File: src/rtl/ecall_input_responder_pkg.sv
// Shared constants for the ecall input responder:
// syscall codes, data width and FSM state encoding.
package ecall_input_responder_pkg;

  localparam int DATA_W = 32;

  localparam logic [DATA_W-1:0] PRINT_INT  = 32'd1;
  localparam logic [DATA_W-1:0] PRINT_STR  = 32'd4;
  localparam logic [DATA_W-1:0] READ_INT   = 32'd5;
  localparam logic [DATA_W-1:0] PRINT_CHAR = 32'd11;
  localparam logic [DATA_W-1:0] READ_UINT  = 32'd12;

  typedef logic [2:0] state_t;

  localparam state_t IDLE       = 3'd0;
  localparam state_t ARM        = 3'd1;
  localparam state_t WAIT_PRESS = 3'd2;
  localparam state_t DONE       = 3'd3;
  localparam state_t DRAIN      = 3'd4;

endpackage

File: src/rtl/ecall_input_responder_io_debouncer.sv
// Button conditioner: 2-flop synchroniser, stability
// counter and one-cycle rising-edge press pulse.
module io_debouncer #(
  parameter int unsigned CYCLES = 1_000_000
) (
  input  logic clk,
  input  logic rst,
  input  logic raw,
  output logic level,
  output logic press
);

  logic s1;
  logic s2;
  logic lvl_q;

  // bring the asynchronous button into the clk domain
  always_ff @(posedge clk or negedge rst) begin
    if (!rst) begin
      s1 <= 1'b0;
      s2 <= 1'b0;
    end else begin
      s1 <= raw;
      s2 <= s1;
    end
  end

  generate
    if (CYCLES == 0) begin : g_pass
      assign level = s2;
    end else begin : g_cnt
      localparam int CW = $clog2(CYCLES + 1);
      localparam logic [CW-1:0] LAST = CW'(CYCLES - 1);

      logic [CW-1:0] cnt;
      logic          db;

      // flip the level only after a full run of disagreement
      always_ff @(posedge clk or negedge rst) begin
        if (!rst) begin
          cnt <= '0;
          db  <= 1'b0;
        end else if (s2 == db) begin
          cnt <= '0;
        end else if (cnt == LAST) begin
          cnt <= '0;
          db  <= s2;
        end else begin
          cnt <= cnt + CW'(1);
        end
      end

      assign level = db;
    end
  endgenerate

  // remember last level to find the rising edge
  always_ff @(posedge clk or negedge rst) begin
    if (!rst) lvl_q <= 1'b0;
    else      lvl_q <= level;
  end

  assign press = level & ~lvl_q;

endmodule

File: src/rtl/ecall_input_responder.sv
// Input-side ecall responder: waits for a fresh button
// press and returns the switch bank as the a0 value.
import ecall_input_responder_pkg::*;

module ecall_input_responder #(
  parameter int unsigned       DEBOUNCE_CYCLES = 1_000_000,
  parameter int                SW_W            = 8,
  parameter logic [DATA_W-1:0] READ_INT_CODE   = READ_INT,
  parameter logic [DATA_W-1:0] READ_UINT_CODE  = READ_UINT
) (
  input  logic              clk,
  input  logic              rst,
  input  logic              Ecall,
  input  logic [DATA_W-1:0] a7,
  input  logic [SW_W-1:0]   switches,
  input  logic              button,
  output logic              claim,
  output logic              busy,
  output logic              EcallDone,
  output logic              EcallWrite,
  output logic [DATA_W-1:0] EcallResult
);

  state_t state;
  logic   is_int;
  logic   btn_level;
  logic   btn_press;

  io_debouncer #(
    .CYCLES(DEBOUNCE_CYCLES)
  ) u_btn (
    .clk  (clk),
    .rst  (rst),
    .raw  (button),
    .level(btn_level),
    .press(btn_press)
  );

  assign claim = Ecall &&
    (a7 == READ_INT_CODE || a7 == READ_UINT_CODE);

  assign busy       = (state != IDLE);
  assign EcallDone  = (state == DONE);
  assign EcallWrite = (state == DONE);

  // request sequencing, code latch and result capture
  always_ff @(posedge clk or negedge rst) begin
    if (!rst) begin
      state       <= IDLE;
      is_int      <= 1'b0;
      EcallResult <= '0;
    end else begin
      unique case (state)
        IDLE: begin
          if (claim) begin
            state  <= ARM;
            is_int <= (a7 == READ_INT_CODE);
          end
        end
        ARM: begin
          if (!Ecall)          state <= IDLE;
          else if (!btn_level) state <= WAIT_PRESS;
        end
        WAIT_PRESS: begin
          if (!Ecall) begin
            state <= IDLE;
          end else if (btn_press) begin
            state <= DONE;
            if (is_int)
              EcallResult <= {{(DATA_W-SW_W){switches[SW_W-1]}},
                              switches};
            else
              EcallResult <= {{(DATA_W-SW_W){1'b0}}, switches};
          end
        end
        DONE: begin
          state <= DRAIN;
        end
        DRAIN: begin
          if (!Ecall) state <= IDLE;
        end
        default: begin
          state <= IDLE;
        end
      endcase
    end
  end

endmodule

File: config.mk
export PLATFORM = sky130hd
export DESIGN_NAME = ecall_input_responder
export DESIGN_NICKNAME = d
export VERILOG_FILES = /design/src/rtl/ecall_input_responder_pkg.sv /design/src/rtl/ecall_input_responder_io_debouncer.sv /design/src/rtl/ecall_input_responder.sv
export SDC_FILE = /design/constraint.sdc
export NUM_CORES = 1
export LEC_CHECK = 0
export CORE_ASPECT_RATIO = 2
export CORE_MARGIN = 2
export CORE_UTILIZATION = 39
export CTS_BUF_LIST = sky130_fd_sc_hd__clkbuf_8 sky130_fd_sc_hd__clkbuf_16
export CTS_CLUSTER_DIAMETER = 200
export CTS_CLUSTER_SIZE = 25
export DETAILED_ROUTE_END_ITERATION = 8
export MAX_ROUTING_LAYER = met4
export PLACE_DENSITY = 0.87
export SLEW_MARGIN = 10
export SYNTH_ARGS = -nofsm -noshare
export SYNTH_HDL_FRONTEND = slang
export SYNTH_SLANG_ARGS = --single-unit
File: constraint.sdc
create_clock -name clk -period 1.8 [get_ports clk]
set_clock_uncertainty 0.05 [all_clocks]
set_input_delay 0.18 -clock clk [delete_from_list [all_inputs] [get_ports clk]]
set_output_delay 0.18 -clock clk [all_outputs]
set_load 0.05 [all_outputs]
# Word level (Yosys, flattened, before mapping)
# Index checks and enable logic that the tools add are counted.
[op_classes]
n_addsub = 1
eq_ne = 12
n_mux = 10
n_bitwise = 3
n_reduce_logical = 8
[ops]
columns = ["op", "n"]
rows = [
  ["$mux W20", 2],
  ["$eq A32 B3 Y1 const B", 1],
  ["$eq A32 B4 Y1 const B", 1],
  ["$mux W32", 1],
  ["$add A20 B1 Y20 const B", 1],
  ["$eq A20 B20 Y1 const B", 1],
  ["$mux W3", 6],
  ["$pmux W3 S5", 1],
  ["$eq A3 B2 Y1 const B", 2],
  ["$ne A3 B3 Y1 const B", 2],
  ["$ne A2 B2 Y1 const B", 2],
  ["$reduce_and A2 Y1", 2],
  ["$reduce_and A4 Y1", 1],
  ["$eq A3 B1 Y1 const B", 1],
  ["$eq A3 B3 Y1 const B", 1],
  ["$logic_not A3 Y1", 1],
  ["$reduce_and A3 Y1", 1],
  ["$reduce_bool A3 Y1", 1],
  ["$not A1 Y1", 2],
  ["$and A1 B1 Y1", 1],
  ["$eq A1 B1 Y1", 1],
  ["$logic_and A1 B1 Y1", 1],
  ["$logic_or A1 B1 Y1", 1],
]
[word_totals]
regBits = 60
inputBits = 44
output_inout_bits = 36
elab_cells = 42

# Longest topological paths before layout
# Gate-level depths: netlist of the first run.
[logic_depth]
ltp_word = 5
depth_mapped = 6
ltp_nobuf = 5

# Cells and area by module
# Synthesis of the first run repeated with hierarchy kept, for this count alone.
[hier_totals]
cells_unflattened = 191
hier_area_um2 = 1975.6
[modules_own_cells]
columns = ["mod", "instances", "cells_each", "area_each_um2", "seq_area_each_um2"]
rows = [
  ["io_debouncer", 1, 110, 1146.1, 600.6],
  ["ecall_input_responder", 1, 81, 829.5, 325.3],
]

# Least setup slack after synthesis of the first run
# No wires, ideal clock.
[synth_timing]
path_type = "input -> output"
startpoint = "input a7[21]"
endpoint = "output claim"
arrival_ns = 1.667
required_ns = 1.570
setup_slack_ns = -0.097
path_stages = 3
path_buffers = 0
path_cell_list = "nor4_1 > nand4_1 > nor3_1"
[synth_between]
elab_chain_len = 3
elab_cells_between_ends = 4
cone_classes = "eq/ne (2); reduce/logical (2)"
[synth_rtl]
columns = ["item", "line_no", "text"]
rows = [
  ["start, declared", "ecall_input_responder.sv:14", "input logic [DATA_W-1:0] a7,"],
  ["$eq A32 B3 Y1 / $eq A32 B4 Y1 (equally long branches)", "ecall_input_responder.sv:40", "(a7 == READ_INT_CODE || a7 == READ_UINT_CODE);"],
  ["$logic_or A1 B1 Y1 (*)", "ecall_input_responder.sv:40", ""],
  ["$logic_and A1 B1 Y1 (*)", "ecall_input_responder.sv:39", "assign claim = Ecall &&"],
  ["end, declared", "ecall_input_responder.sv:17", "output logic claim,"],
]
# Every way passes the cells marked *; elsewhere a longest branch is shown, timed or not.

# Worst setup path in the final report of the first run
[layout_timing]
startpoint = "input a7[12]"
endpoint = "output claim"
# Same word-level chain as after synthesis.

==> out/summary.txt, run 1 <==
HOLD PATH
-------------------------------------------------------------------------------------------
Number of cells on the worst hold path                                                    1
Worst hold path class                                                             in -> reg

TIMING
-------------------------------------------------------------------------------------------
Max Fclk                                                                            544 MHz
Final setup fails                                                                         1
Worst slew margin                                                                     0.656
Worst hold slack across all endpoints                                              0.287 ns
Number of failing hold endpoints at the final stage                                       0
Min Clock Period, post-route                                                        1.84 ns
Count of final max-slew check failures                                                    0
Setup repair after global routing missed its margin                                    true
Aggregate negative setup slack                                                   -0.0375 ns
Worst Max-Slew Pin Slew                                                            0.515 ns
Final critical-path setup slack                                                  -0.0375 ns
Tcrit/Tclk final                                                                       1.02

PLACEMENT
-------------------------------------------------------------------------------------------
I/O Buffers                                                                              79
Routability congestion estimate from global placement                                 0.843
DPL Wire Length                                                                     3850 µm

GLOBAL ROUTING
-------------------------------------------------------------------------------------------
Global-route wire length before repair                                              7780 µm
Overall fraction of global-route tracks in use                                        0.190
Total overflow reported by the global router                                              0
Maximum number of pins on one net before global-route repair                             38
Number of antenna violations at the first check in global routing                         0
Number of global-route vias before repair                                              1738

CLOCK TREE
-------------------------------------------------------------------------------------------
Clock latency at the later pin of the worst-skew pair                               0.29 ns
CTS Buffer Depth                                                                          2
Clock Tree Root                                                                    clkbuf_8
Number of clock sinks                                                                    37
Clock tree from TritonCTS                                                             built
Max H-tree Level                                                                          2
Clock edge transition at the registers on the reported setup and hold paths         0.07 ns
CTS Buf Count                                                                             5

CRITICAL PATH
-------------------------------------------------------------------------------------------
Sort of element at the start of the critical path                              primary input
Kind of capture point of the worst setup path                                    output pin
Flop2flop setup slack                                                               0.02 ns
CP Class                                                                          in -> out
Depth of the worst register-to-register path                                              5
Critical path data arrival time                                                     1.61 ns
Worst-path maximum fanout                                                                 2
Worst path required time                                                            1.57 ns

FLOORPLAN
-------------------------------------------------------------------------------------------
Height of the die                                                                    104 µm
Number of core rows                                                                      36
Die footprint                                                                      5620 µm²
Die boundary width                                                                  54.0 µm
Top-Level Pins                                                                           80
Initial Util                                                                          0.401
Core region area                                                                   4860 µm²

RUN STATUS
-------------------------------------------------------------------------------------------
Outcome                                                                        finished with violations
Failing checks                                                                 setup timing

SYNTH
-------------------------------------------------------------------------------------------
Share of async-settable or async-resettable flops after synthesis                      1.00
Main area contributors after synthesis                                         dfrtp_1 47%, buf_4 9.6%, mux2_2 5.8%
Net count of the mapped netlist                                                         234
Number of warnings printed during yosys synthesis                                         0
Post-synthesis cell type with the largest combined area                             dfrtp_1
Number of enable flip-flop cells after synthesis                                          0
Number of library cell types mapped by synthesis                                         36
Share of synthesized area occupied by flip-flops and latches                          0.474
Flip-flop and latch count after synthesis                                                37
Number of standard cells after synthesis                                                189
Fraction of synthesized cell area taken by the top area cell type                     0.474
Post-synth top flop                                                                 dfrtp_1
Post-synthesis instance area                                                       1950 µm²
Average instance area after synthesis                                              10.3 µm²

ROUTE
-------------------------------------------------------------------------------------------
Total number of vias                                                                   1736
Wire per inst                                                                       15.5 µm
Mean number of vias per cell                                                           5.26
Final routed DRC violation total                                                          0
Detailed-routing iteration count for the pre-antenna-repair pass                          4
Post-detailed-routing wire length                                                   5110 µm
Final ANT Viol Nets                                                                       0
Number of design-rule violations left by the first detailed-router iteration             23

RUN
-------------------------------------------------------------------------------------------
Reported max-cap violation count                                                          0

CELLS AND AREA
-------------------------------------------------------------------------------------------
Fraction of the core area covered by cells at the end of the flow                     0.666
Area growth from synthesis to final layout                                            66.1%
Commonest non-fill, non-tap cell in the layout                                 clkdlybuf4s50_1
Nets                                                                                    317
Top library cells by usage in the layout, fill and taps aside                  49 x clkdlybuf4s50_1, 36 x dfrtp_1, 29 x buf_12
Fill cell count                                                                         327
N_diodes                                                                                  0
Fraction of final layout cells sized beyond drive strength 1                          0.319

PWR
-------------------------------------------------------------------------------------------
Standby leakage power                                                               1.43 nW
Pwr per Cell Area                                                                476 nW/µm²
Peak supply drop                                                                   0.548 mV

cell usage after synthesis, types with 2 or more instances:
cell / count
dfrtp_1: 37
buf_4: 25
nor2_1: 15
mux2_2: 10
nand2_1: 10
nor4_1: 10
xnor2_1: 9
nand3_1: 7
o21ai_0: 7
a21oi_1: 6
inv_1: 6
or3_1: 6
nor3_1: 4
xor2_1: 4
nand4_1: 3
nor4b_1: 3
o31ai_1: 3
and2_1: 2
and3_1: 2
nand2b_1: 2
nand3b_1: 2
or4_1: 2
through the flow:
stage	std cells	total power [mW]	instance area (µm²)	worst slack (ns)
6_report	330	1.54	3240	-0.0375
5_1_grt	330	1.62	3240	-0.0726
4_1_cts	323	1.56	3160	-0.00173
3_5_place_dp	314	1.02	3040	-0.244
3_3_place_gp	314	1.01	3040	-0.132
2_1_floorplan	189	0.887	1970	0.00205
repair_timing:
item                                    4_1_cts  5_1_grt
endpoints found under the hold margin        37        0
hold buffers                                  1        0
resized for setup                             6        7
endpoints found under the setup margin        4       22
buffers inserted                              0        7
pin swaps                                     2        4
sequential cells by signal, summed over array words and instances, names as in the netlist:
register         count
EcallResult          9
is_int               1
state                3
u_btn.g_cnt.cnt     20
u_btn.level          1
u_btn.lvl_q          1
u_btn.s1             1
u_btn.s2             1
power breakdown:
group	internal, mW	switching, mW
clock	0.258	0.276
combinational	0.107	0.0563
sequential	0.839	0.00671
worst max-delay path, stage by stage:
cell and delay [ns]:
clkdlybuf4s50_1 0.43, nor4_2 0.29, nand4_1 0.16, buf_4 0.17
nor3_4 0.21, buf_12 0.16
metal layers:
layer / vias up / global-route usage / wire length (µm)
met5: - / - / 0
met4: 0 / 0.0821 / 124
met3: 12 / 0.0445 / 396
met2: 76 / 0.355 / 2960
met1: 840 / 0.165 / 1620
li1: 808 / - / -
path summary, 6_finish.rpt:
path | to | startpoint
min | u_btn.s1 | button
max reg2reg | u_btn.g_cnt.cnt[18] | u_btn.g_cnt.cnt[1]
max in group asynchronous | u_btn.g_cnt.cnt[2] | rst
max | claim | a7[12]
min in group asynchronous | u_btn.g_cnt.cnt[8] | rst
min reg2reg | u_btn.s2 | u_btn.s1
kinds of logic after synthesis:
| logic type | share of synthesized area |
|---|---|
| multiplexers | 0.0577 |
| AO/OA/AOI/OAI | 0.0699 |
| buffers and inverters | 0.112 |
| adder cells (fa/ha/maj) | 0.00641 |
| AND/OR/NAND/NOR | 0.221 |
| XOR/XNOR | 0.0583 |
| flip-flops | 0.474 |
final cells by class:
cell class | instances | area, µm² | area share
clock inverters | 3 | 11.3 | 0.00347
repair buffers | 103 | 1260 | 0.390
inverters | 6 | 22.5 | 0.00695
well taps | 57 | 71.3 | 0.0220
flip-flops and latches | 37 | 927 | 0.286
multi-input cells | 119 | 877 | 0.271
clock buffers | 5 | 68.8 | 0.0212
No activity file was read; power rests on OpenSTA's default activity.
==> run 2: changes to the inputs <==
- CTS_CLUSTER_SIZE: 25 -> 14
- clock period: 1.8 -> 1.6 ns (I/O delays scaled with it)
==> run 2 against run 1 <==
  * Sequential power is 12% higher
  * Critical path depth up 2
  * The flow still finishes with violations (setup timing)
  * Clock power is 36% higher
  * Core utilization is 7.6 points higher
  * Die area is the same
  * Count of clock-buffer cells in the layout increased by 2
  * Flip-flop and latch count unchanged
  * Wire length is 26% higher
  * Non-clock buffer count rose by 26
  * First-iteration DRC count rose by 96%
  * Via count rose by 10%
  * Setup slack got worse by 0.16 ns
==> out/summary.txt, run 2 (synthesis results as in run 1) <==
RUN STATUS
-------------------------------------------------------------------------------------------
Outcome                                                                        finished with violations
Failing checks                                                                 setup timing

FLOORPLAN
-------------------------------------------------------------------------------------------
Number of core rows                                                                      36
Die footprint                                                                      5620 µm²
Top-Level Pins                                                                           80
Die boundary width                                                                  54.0 µm
Initial Util                                                                          0.401
Height of the die                                                                    104 µm
Core region area                                                                   4860 µm²

TIMING
-------------------------------------------------------------------------------------------
Aggregate negative setup slack                                                     -3.06 ns
Worst Max-Slew Pin Slew                                                            0.465 ns
Setup repair after global routing missed its margin                                    true
Tcrit/Tclk final                                                                       1.12
Number of failing hold endpoints at the final stage                                       0
Min Clock Period, post-route                                                        1.80 ns
Count of final max-slew check failures                                                    0
Max Fclk                                                                            556 MHz
Final critical-path setup slack                                                   -0.197 ns
Final setup fails                                                                        20
Worst slew margin                                                                     0.690

CLOCK TREE
-------------------------------------------------------------------------------------------
Clock tree from TritonCTS                                                             built
CTS Buffer Depth                                                                          2
Clock latency at the later pin of the worst-skew pair                               0.29 ns
CTS Buf Count                                                                             5
Max H-tree Level                                                                          2
Clock edge transition at the registers on the reported setup and hold paths         0.08 ns
Clock Tree Root                                                                    clkbuf_8
Number of clock sinks                                                                    37

GLOBAL ROUTING
-------------------------------------------------------------------------------------------
Number of antenna violations at the first check in global routing                         0
Maximum number of pins on one net before global-route repair                             38
Number of global-route vias before repair                                              2028
Total overflow reported by the global router                                              0
Overall fraction of global-route tracks in use                                        0.220
Global-route wire length before repair                                              8940 µm

ROUTE
-------------------------------------------------------------------------------------------
Number of design-rule violations left by the first detailed-router iteration             45
Post-detailed-routing wire length                                                   6410 µm
Final ANT Viol Nets                                                                       0
Detailed-routing iteration count for the pre-antenna-repair pass                          4
Wire per inst                                                                       18.0 µm
Total number of vias                                                                   1910
Mean number of vias per cell                                                           5.37
Final routed DRC violation total                                                          0

CELLS AND AREA
-------------------------------------------------------------------------------------------
Nets                                                                                    343
Top library cells by usage in the layout, fill and taps aside                  52 x buf_4, 37 x dfrtp_1, 29 x buf_12
Max reg flops                                                                            20
Fill cell count                                                                         287
Largest reg by FF count                                                        u_btn.g_cnt.cnt
Area growth from synthesis to final layout                                            85.1%
Fraction of final layout cells sized beyond drive strength 1                          0.495
Regs by FF count                                                               u_btn.g_cnt.cnt: 20 flops, EcallResult: 9 flops, state: 3 flops
Commonest non-fill, non-tap cell in the layout                                        buf_4
N_diodes                                                                                  0
Fraction of the core area covered by cells at the end of the flow                     0.743

CRITICAL PATH
-------------------------------------------------------------------------------------------
Cells traversed along the worst timing path                                    ha_2 -> nand2_2 -> or2_4 -> buf_6 -> o31ai_4 -> buf_6 -> buf_12 -> a21oi_1
CP Launch Point                                                                u_btn.g_cnt.cnt[1]
Critical path data arrival time                                                     1.92 ns
Reg-to-reg endpoint                                                            u_btn.g_cnt.cnt[13]
Flop2flop setup slack                                                              -0.20 ns
Critical path's most frequent cell                                                    buf_6
Critical register-to-register path startpoint                                  u_btn.g_cnt.cnt[1]
Largest delay share family, worst path                                         buffers and inverters
Critical-path cell with the highest stage delay                                     dfrtp_1
Worst-path maximum fanout                                                                 8
Depth of the worst register-to-register path                                              8
Kind of capture point of the worst setup path                                      register
CP Class                                                                         reg -> reg
Count of buffering cells on the critical path with inverters included                     3
Worst path required time                                                            1.72 ns
Critical Path Max Stage Delay                                                       0.35 ns
Sort of element at the start of the critical path                                  register

HOLD PATH
-------------------------------------------------------------------------------------------
Worst hold path class                                                             in -> reg
Startpoint of the worst hold path                                                    button
Number of cells on the worst hold path                                                    1
Worst hold path endpoint                                                           u_btn.s1

PWR
-------------------------------------------------------------------------------------------
Pwr per Cell Area                                                                522 nW/µm²
Peak supply drop                                                                   0.564 mV
Total power of the final layout                                                     1.89 mW
Standby leakage power                                                               1.75 nW

PLACEMENT
-------------------------------------------------------------------------------------------
Routability congestion estimate from global placement                                 0.784
I/O Buffers                                                                              79
DPL Wire Length                                                                     4020 µm

RUN
-------------------------------------------------------------------------------------------
Reported max-cap violation count                                                          0

## run 2: worst reg2reg max path: cells and delay by family, from the launching register on
family          cells  cell delay, ns
fa+ha+maj           1            0.19
flops               1            0.35
compound gates      2            0.36
simple gates        2            0.32
buf+inv             3            0.40
## run 2: timing repair
action | 4_1_cts | 5_1_grt
pin swaps | 11 | 17
resized for setup | 35 | 40
cloned | 1 | 0
hold endpoints to repair | 37 | 0
setup endpoints to repair | 22 | 25
setup buffers | 7 | 5
hold buffers | 1 | 0
## run 2: per-stage QoR
| stage | hold WS, ns | instances | setup slack [ns] | cell area (µm²) |
|---|---|---|---|---|
| 3_5_place_dp | 0.183 | 335 | -0.332 | 3200 |
| 4_1_cts | 0.262 | 352 | -0.112 | 3460 |
| 6_report | 0.266 | 356 | -0.197 | 3610 |
| 3_3_place_gp | 0.182 | 335 | -0.264 | 3200 |
| 5_1_grt | 0.259 | 356 | -0.318 | 3610 |
| 2_1_floorplan | -0.186 | 189 | -0.178 | 2000 |
## run 2: per-layer routing
| metal | track usage | wire length [µm] | share of wire |
|---|---|---|---|
| met1 | 0.192 | 1980 | 0.31 |
| met2 | 0.415 | 3670 | 0.57 |
| met3 | 0.0345 | 525 | 0.082 |
| met4 | 0.102 | 227 | 0.035 |
| met5 | - | 0 | 0 |
## run 2: cell type report
| class | count | area, µm² | share of cell area |
|---|---|---|---|
| flip-flops and latches | 37 | 926 | 0.256 |
| clock buffers | 7 | 96.3 | 0.0267 |
| repair buffers | 129 | 1460 | 0.404 |
| multi-input cells | 119 | 1030 | 0.285 |
| inverters | 6 | 22.5 | 0.00623 |
| well taps | 57 | 71.3 | 0.0197 |
| clock inverters | 1 | 5.00 | 0.00139 |
## run 2: report_power, final
group / internal (mW) / total (mW) / switching (mW)
Clock: 0.390 / 0.726 / 0.337
Combinational: 0.122 / 0.210 / 0.0880
Sequential: 0.943 / 0.949 / 0.00569
## run 2: how the worst max path moves through the flow
stage | endpoint | cells after the start
after CTS | u_btn.g_cnt.cnt[12] | 8
after global routing | u_btn.g_cnt.cnt[13] | 6
final | u_btn.g_cnt.cnt[13] | 8
after global placement | is_int | 5
after detailed placement | is_int | 5
after floorplan | u_btn.g_cnt.cnt[18] | 6
==> run 3: changes to the inputs <==
- CORE_ASPECT_RATIO: 2 -> unset
- SKIP_CTS_REPAIR_TIMING: unset -> 1
==> run 3 against run 2 <==
  * The run still ends with setup timing left
  * Die area decreased by 0.61%
  * Non-clock buffer count decreased by 13
  * Via count decreased by 6.9%
  * Power increased by 12%
  * Clock power increased by 32%
  * Wire length decreased by 12%
  * Core utilization decreased by 1.7 points
  * Cell count decreased by 0.84%
  * Combinational power decreased by 5%
  * Fmax increased by 2.2%
  * Global-route usage decreased by 2.7 points
  * Flip-flop and latch count unchanged
  * Highest routed layer unchanged
==> out/summary.txt, run 3 (synthesis results as in run 1) <==
RUN STATUS
-------------------------------------------------------------------------------------------
Outcome                                                                        finished with violations
Failing checks                                                                 setup timing

HOLD PATH
-------------------------------------------------------------------------------------------
Worst hold path class                                                           in -> async

PLACEMENT
-------------------------------------------------------------------------------------------
Pre-CTS setup slack                                                               -0.393 ns
Routability congestion estimate from global placement                                 0.839
DPL Wire Length                                                                     3940 µm
I/O Buffers                                                                              79
Placement Cell Area                                                                3230 µm²

CLOCK TREE
-------------------------------------------------------------------------------------------
Clock Tree Root                                                                    clkbuf_8
Clock edge transition at the registers on the reported setup and hold paths         0.08 ns
Number of clock sinks                                                                    37
CTS Buf Count                                                                             5
Clock latency at the later pin of the worst-skew pair                               0.29 ns
CTS Buffer Depth                                                                          2
Max H-tree Level                                                                          2
Clock tree from TritonCTS                                                             built

TIMING
-------------------------------------------------------------------------------------------
Min Clock Period, post-route                                                        1.76 ns
Final setup fails                                                                        22
Worst hold slack across all endpoints                                              0.177 ns
Worst slew margin                                                                     0.770
Tcrit/Tclk final                                                                       1.10
Max Fclk                                                                            568 MHz
Setup repair after global routing missed its margin                                    true
Worst Max-Slew Pin Slew                                                            0.340 ns
Final critical-path setup slack                                                   -0.159 ns
Count of final max-slew check failures                                                    0
Number of failing hold endpoints at the final stage                                       0
Aggregate negative setup slack                                                     -2.66 ns

ROUTE
-------------------------------------------------------------------------------------------
Mean number of vias per cell                                                           5.04
Detailed-routing iteration count for the pre-antenna-repair pass                          4
Final ANT Viol Nets                                                                       0
Number of design-rule violations left by the first detailed-router iteration             79
Wire per inst                                                                       15.9 µm
Final routed DRC violation total                                                          0
Total number of vias                                                                   1778
Post-detailed-routing wire length                                                   5610 µm

FLOORPLAN
-------------------------------------------------------------------------------------------
Top-Level Pins                                                                           80
Die boundary width                                                                  74.7 µm
Initial Util                                                                          0.408
Core region area                                                                   4790 µm²
Die footprint                                                                      5590 µm²
Height of the die                                                                   74.7 µm
Number of core rows                                                                      25

CRITICAL PATH
-------------------------------------------------------------------------------------------
CP Class                                                                         reg -> reg
Sort of element at the start of the critical path                                  register
Worst-path maximum fanout                                                                 4
Worst path required time                                                            1.72 ns
Kind of capture point of the worst setup path                                      register
Critical path data arrival time                                                     1.88 ns

GLOBAL ROUTING
-------------------------------------------------------------------------------------------
Global-route wire length before repair                                              7890 µm
Maximum number of pins on one net before global-route repair                             38
Number of global-route vias before repair                                              1762
Total overflow reported by the global router                                              0
Number of antenna violations at the first check in global routing                         0
Overall fraction of global-route tracks in use                                        0.192

CELLS AND AREA
-------------------------------------------------------------------------------------------
Fill cell count                                                                         299
Nets                                                                                    330
Max reg flops                                                                            20
Commonest non-fill, non-tap cell in the layout                                        buf_4
Top library cells by usage in the layout, fill and taps aside                  43 x buf_4, 36 x dfrtp_1, 30 x buf_12
Largest reg by FF count                                                        u_btn.g_cnt.cnt
Area growth from synthesis to final layout                                            77.9%
Area used by sequential logic in the layout                                         927 µm²
Multi-input gate area                                                               910 µm²
Cell area after layout                                                             3470 µm²
N_diodes                                                                                  0
Regs by FF count                                                               u_btn.g_cnt.cnt: 20 flops, EcallResult: 9 flops, state: 3 flops
Fraction of final layout cells sized beyond drive strength 1                          0.409

PWR
-------------------------------------------------------------------------------------------
Peak supply drop                                                                   0.626 mV
Pwr per Cell Area                                                                607 nW/µm²
Standby leakage power                                                               1.67 nW

RUN
-------------------------------------------------------------------------------------------
Reported max-cap violation count                                                          0

run 3: changes by cell type in the layout (fill, tap and decap cells not counted), sizes merged:
cell           before  now
buf                86   73
clkbuf              7    5
dlygate4sd2        16    0
clkdlybuf4s15       1    0
dlymetal6s2s       12   17
dlygate4sd3         1    0
bufinv              0    2
clkdlybuf4s50      13   26
run 3: final cells by class:
| type | count | area share |
|---|---|---|
| clock buffers | 5 | 0.0198 |
| clock inverters | 3 | 0.0187 |
| flip-flops and latches | 37 | 0.267 |
| well taps | 67 | 0.0241 |
| repair buffers | 116 | 0.402 |
| inverters | 6 | 0.00648 |
| multi-input cells | 119 | 0.262 |
run 3: critical path, stage by stage (launching register included):
cell,delay [ns]
dfrtp_1,0.43
or4b_4,0.59
nor3_1,0.21
mux2_2,0.36
run 3: path summary, 6_finish.rpt:
path	slack (ns)	cells after the start	startpoint	end
worst max-delay path	-0.16	3	u_btn.g_cnt.cnt[7]	u_btn.level
worst min register to register	0.30	0	u_btn.s1	u_btn.s2
min in group clk	0.26	1	button	u_btn.s1
worst max register to register	-0.16	3	u_btn.g_cnt.cnt[7]	u_btn.level
max in group asynchronous	1.12	2	rst	u_btn.g_cnt.cnt[6]
worst min-delay path	0.18	2	rst	u_btn.g_cnt.cnt[7]
run 3: routing by layer:
layer | vias to the layer above | wire length, µm | GRT usage
li1 | 839 | - | -
met1 | 841 | 2140 | 0.202
met2 | 86 | 2950 | 0.349
met3 | 12 | 390 | 0.0535
met4 | 0 | 129 | 0.0595
met5 | - | 0 | -
run 3: where the power goes:
part	total, mW	leakage (nW)	internal [mW]	switching, mW
Clock	0.959	0.0681	0.619	0.340
Sequential	0.948	0.503	0.943	0.00521
Combinational	0.200	1.10	0.124	0.0762
run 3: stage by stage:
| stage | cells | utilization | total power [mW] |
|---|---|---|---|
| 4_1_cts | 353 | 0.702 | 2.12 |
| 6_report | 353 | 0.726 | 2.11 |
| 5_1_grt | 353 | 0.726 | 2.18 |
| 3_3_place_gp | 345 | 0.675 | 1.15 |
| 3_5_place_dp | 345 | 0.675 | 1.16 |
| 2_1_floorplan | 189 | - | 0.999 |
